`src/rtl/vgafb_fmlarb.sv`:
```
// Two-master FML 4x64 read arbiter for the VGA framebuffer.
// Master 0 (pixel feed) has fixed priority; a starvation counter bounds master 1's wait.
module vgafb_fmlarb #(
    parameter int unsigned fml_depth    = 26,
    parameter int unsigned starve_limit = 8
) (
    input  logic                 sys_clk,
    input  logic                 sys_rst,

    input  logic [fml_depth-1:0] m0_adr,
    input  logic                 m0_stb,
    output logic                 m0_ack,
    output logic                 m0_dv,

    input  logic [fml_depth-1:0] m1_adr,
    input  logic                 m1_stb,
    output logic                 m1_ack,
    output logic                 m1_dv,

    output logic [63:0]          m_di,

    output logic [fml_depth-1:0] fml_adr,
    output logic                 fml_stb,
    input  logic                 fml_ack,
    input  logic [63:0]          fml_di
);

    localparam int unsigned STARVE_W = 4;
    localparam logic [STARVE_W-1:0] STARVE_MAX = STARVE_W'(starve_limit);

    typedef enum logic [1:0] {
        IDLE = 2'd0,
        REQ  = 2'd1,
        DATA = 2'd2
    } state_e;

    state_e                 state_q, state_d;
    logic                   gnt_q, gnt_d;
    logic [1:0]             beat_q, beat_d;
    logic [STARVE_W-1:0]    starve_q, starve_d;
    logic [fml_depth-1:0]   adr_q, adr_d;
    logic                   stb_q, stb_d;
    logic                   dv0_q, dv0_d;
    logic                   dv1_q, dv1_d;

    logic                   arb_c;
    logic                   win1_c;

    // Arbitration happens when idle and on the last data beat, so bursts chain without a gap.
    assign arb_c  = (state_q == IDLE) || ((state_q == DATA) && (beat_q == 2'd3));
    assign win1_c = m1_stb && (!m0_stb || (starve_q == STARVE_MAX));

    always_comb begin
        state_d  = state_q;
        gnt_d    = gnt_q;
        beat_d   = beat_q;
        starve_d = starve_q;
        adr_d    = adr_q;
        stb_d    = stb_q;
        dv0_d    = dv0_q;
        dv1_d    = dv1_q;

        case (state_q)
            REQ: begin
                if (fml_ack) begin
                    state_d = DATA;
                    beat_d  = 2'd0;
                    stb_d   = 1'b0;
                    dv0_d   = !gnt_q;
                    dv1_d   = gnt_q;
                end
            end
            DATA: begin
                beat_d = beat_q + 2'd1;
                if (beat_q == 2'd3) begin
                    state_d = IDLE;
                    dv0_d   = 1'b0;
                    dv1_d   = 1'b0;
                end
            end
            default: ;
        endcase

        if (arb_c && (m0_stb || m1_stb)) begin
            state_d = REQ;
            gnt_d   = win1_c;
            adr_d   = win1_c ? m1_adr : m0_adr;
            stb_d   = 1'b1;
            dv0_d   = 1'b0;
            dv1_d   = 1'b0;
            if (win1_c) begin
                starve_d = '0;
            end else if (m1_stb && (starve_q != STARVE_MAX)) begin
                starve_d = starve_q + STARVE_W'(1);
            end
        end
    end

    always_ff @(posedge sys_clk or posedge sys_rst) begin
        if (sys_rst) begin
            state_q  <= IDLE;
            gnt_q    <= 1'b0;
            beat_q   <= 2'd0;
            starve_q <= '0;
            adr_q    <= '0;
            stb_q    <= 1'b0;
            dv0_q    <= 1'b0;
            dv1_q    <= 1'b0;
        end else begin
            state_q  <= state_d;
            gnt_q    <= gnt_d;
            beat_q   <= beat_d;
            starve_q <= starve_d;
            adr_q    <= adr_d;
            stb_q    <= stb_d;
            dv0_q    <= dv0_d;
            dv1_q    <= dv1_d;
        end
    end

    // Acks follow the controller's ack combinationally, steered by the committed grant.
    assign m0_ack  = fml_ack && stb_q && !gnt_q;
    assign m1_ack  = fml_ack && stb_q && gnt_q;
    assign m0_dv   = dv0_q;
    assign m1_dv   = dv1_q;
    assign m_di    = fml_di;
    assign fml_adr = adr_q;
    assign fml_stb = stb_q;

endmodule

```
`config.mk`:
```
export PLATFORM = sky130hd
export DESIGN_NAME = vgafb_fmlarb
export DESIGN_NICKNAME = d
export VERILOG_FILES = /design/src/rtl/vgafb_fmlarb.sv
export SDC_FILE = /design/constraint.sdc
export NUM_CORES = 1
export LEC_CHECK = 0
export ABC_AREA = 1
export CAP_MARGIN = 20
export CORE_ASPECT_RATIO = 1.75
export CORE_MARGIN = 2
export CORE_UTILIZATION = 33
export CTS_BUF_LIST = sky130_fd_sc_hd__clkbuf_16
export CTS_CLUSTER_SIZE = 12
export DETAILED_ROUTE_END_ITERATION = 10
export PLACE_DENSITY = 0.85
export SETUP_SLACK_MARGIN = 0.1
export SYNTH_ARGS = -nofsm -noshare
export SYNTH_HDL_FRONTEND = slang
export SYNTH_SLANG_ARGS = --single-unit
```
`constraint.sdc`:
```
create_clock -name sys_clk -period 1.6 [get_ports sys_clk]
set_input_delay 0.24 -clock sys_clk [delete_from_list [all_inputs] [get_ports sys_clk]]
set_output_delay 0.24 -clock sys_clk [all_outputs]
set_load 0.1 [all_outputs]
```
==> flow_summary.json <==
{
  "status": "complete, no violations",
  "postSynth.topFlopCell": "dfrtp_1",
  "cts.sinks": 38,
  "num_rows": 43,
  "ir_worst_vdd_mv": 0.988,
  "synth_cells": 360,
  "endpoint_kind": "primary output",
  "cts_buffers": 5,
  "rr_startpoint": "state_q[0]$_DFFE_PP0P_",
  "async_flop_share_pct": 100,
  "crit_required_ns": 1.36,
  "insertedDiodeCount": 0,
  "synthDistinctLibCells": 21,
  "hold_buffers": 0,
  "antenna_found_initial": 0,
  "clk_latency_ns": 0.27,
  "synthToLayoutAreaGrowth_pct": 41.5,
  "hold_violations": 0,
  "core_region_area_mm2": 0.00780,
  "crit_slowest_cell": "dfrtp_1",
  "crit_start": "gnt_q$_DFFE_PP0P_",
  "grt_pass1_wl_um": 11400,
  "yosys_register_bits": 38,
  "internal_power_uw": 4180,
  "grt_setup_unrepaired": "no",
  "num_vias": 2341,
  "die_w_um": 71.3,
  "postLayoutSetupSlackWorst_ns": 0.149,
  "relSlewSlack_pct": 81.0,
  "cts-root-buf": "clkbuf_16",
  "tns_ns": 0,
  "clockBufferDepth": 2,
  "worstHoldPathType": "input port to async pin",
  "fin_hold_ws_ns": 0.304,
  "clock_skew_ns": 0.00833,
  "layout-drive-gt1-share_pct": 16.8,
  "vias_per_cell": 4.86,
  "period_needed_ns": 1.45,
  "grt.overflow.total": 0,
  "p_seq_share_pct": 21.7,
  "synth_top_cell_area_share_pct": 36.4,
  "dp_slack_ns": -0.0812,
  "track_usage_pct": 17.0,
  "nets": 519,
  "path_class": "register to primary output",
  "synth.cell_area_mm2": 0.00261,
  "routabilityCongestion": 0.836,
  "routedWlPerCell_um": 15.6,
  "dr.pass1.iters": 4,
  "drv_cap": 0,
  "multi_input_area_um2": 891,
  "clkPwrFrac_pct": 10.0,
  "h-tree-depth": 2,
  "die_y_um": 122,
  "crit_buf_inv": 2,
  "swShare_pct": 53.7,
  "drc": 0,
  "grt_pass1_vias": 2433,
  "path_cells": "inv_2 > nor3_4 > buf_12",
  "clkTransAtPathRegs_ns": 0.06,
  "regArea_um2": 955,
  "critPathTopFamily": "flip-flops",
  "power_density_mw_per_mm2": 2440,
  "finalPower_uw": 9030,
  "worst_slew_pin_slew_ns": 0.284,
  "post-synth-top-count-cell": "nand2_1",
  "fmax_mhz": 689,
  "cts_tree": "yes",
  "setup-violations-final": 0,
  "fillers": 737,
  "yosysWarnings": 0,
  "cp_max_fo": 3,
  "yosys.area.top_type": "dfrtp_1",
  "hpwlAfterDp_um": 5760,
  "initial_core_util_pct": 33.5,
  "cpPeakStageDelay_ns": 0.43,
  "drt_iter0_drc": 126,
  "combPwrFrac_pct": 68.3,
  "wl_um": 7510,
  "design.die.area_mm2": 0.00867,
  "port-buffer-count": 87,
  "synthesis.nets": 487,
  "synth-seq-area-share_pct": 36.4,
  "synthTopCellsByArea": "dfrtp_1 36%, buf_4 19%, nand2_1 13%",
  "io_pins": 216,
  "p_switching_uw": 4850,
  "synth.avg_cell_area_um2": 7.26,
  "slew_violations": 0,
  "start_kind": "register",
  "netlist_top_cells_count": "90 x nand2_1, 67 x buf_4, 65 x inv_1",
  "period_share_pct": 90.7,
  "p_leak_uw": 0.00193,
  "synth_edf_count": 0,
  "ant_nets": 0,
  "arrival_ns": 1.21,
  "grt_max_degree": 39
}
placed cells by master, fill, tap and decap left out, types with 3 or more instances in the layout:
master and instances:
dfrtp_1 37, buf_12 35, nand3_1 61, inv_1 62
nor2_1 3, buf_4 10, clkbuf_16 5, nand2_1 89
o21ai_0 6, clkdlybuf4s50_1 56, inv_2 3, ha_1 5
o21ai_1 3
registers in the layout (all words and copies together) (netlist names):
name,count
m1_dv,1
beat_q,2
m0_dv,1
gnt_q,1
fml_adr,26
starve_q,4
state_q,2
fml_stb,1
layout make-up:
type / instances / share of cell area, %
tap: 90 / 3.05
sequential: 38 / 25.8
timing repair buffer: 102 / 36.4
inverter: 67 / 7.01
clock buffer: 5 / 3.38
clock inverter: 2 / 0.203
multi-input combinational: 178 / 24.1
power by group through the flow:
| stage | sequential (uW) | clock (uW) | combinational, uW |
|---|---|---|---|
| 3_3_place_gp | 1940 | 0 | 5950 |
| 2_1_floorplan | 4280 | 0 | 2100 |
| 5_1_grt | 2020 | 979 | 6450 |
| 6_report | 1960 | 904 | 6170 |
| 4_1_cts | 1950 | 936 | 6130 |
| 3_5_place_dp | 1960 | 0 | 6080 |
worst paths after layout:
check / endpoint / slack (ns) / cells after the start
hold reg to reg: fml_adr[6]$_DFFE_PP0P_ / 0.54 / 2
min in group sys_clk: m_di[1] / 0.48 / 0
setup reg to reg: beat_q[0]$_DFFE_PP0P_ / 0.16 / 6
max in group asynchronous: fml_stb$_DFFE_PP0P_ / 1.09 / 3
setup / recovery: m1_ack / 0.15 / 3
hold / removal: fml_adr[25]$_DFFE_PP0P_ / 0.30 / 3
worst min-delay path, delay by kind of cell:
kind	cells	cell delay [ns]
buf+inv	3	0.69
repair_timing:
item,4_1_cts,5_1_grt
gates resized for setup,4,9
setup endpoints to repair,27,33
buffers inserted,1,1
logic make-up after synthesis:
logic type	after synthesis	share of synthesized area, %
xor+xnor	1	0.335
buf+inv	144	31.2
simple gates	159	26.5
fa+ha+maj	6	2.87
flops	38	36.4
compound gates	12	2.68
per-layer routing:
layer | share of wire [%] | GRT usage (%)
met5 | 0 | 0
met4 | 9.9 | 17.9
met3 | 6.8 | 2.15
met2 | 51 | 29.3
met1 | 32 | 16.2
metrics by stage:
stage	utilization [%]	cell area (um2)	std cells
detailed placement	45.0	3510	473
finish	47.4	3700	482
CTS	47.0	3660	481
global route	47.4	3700	482
global placement	45.0	3510	473
floorplan	-	2640	360
Power figures use the tool's default switching activity.
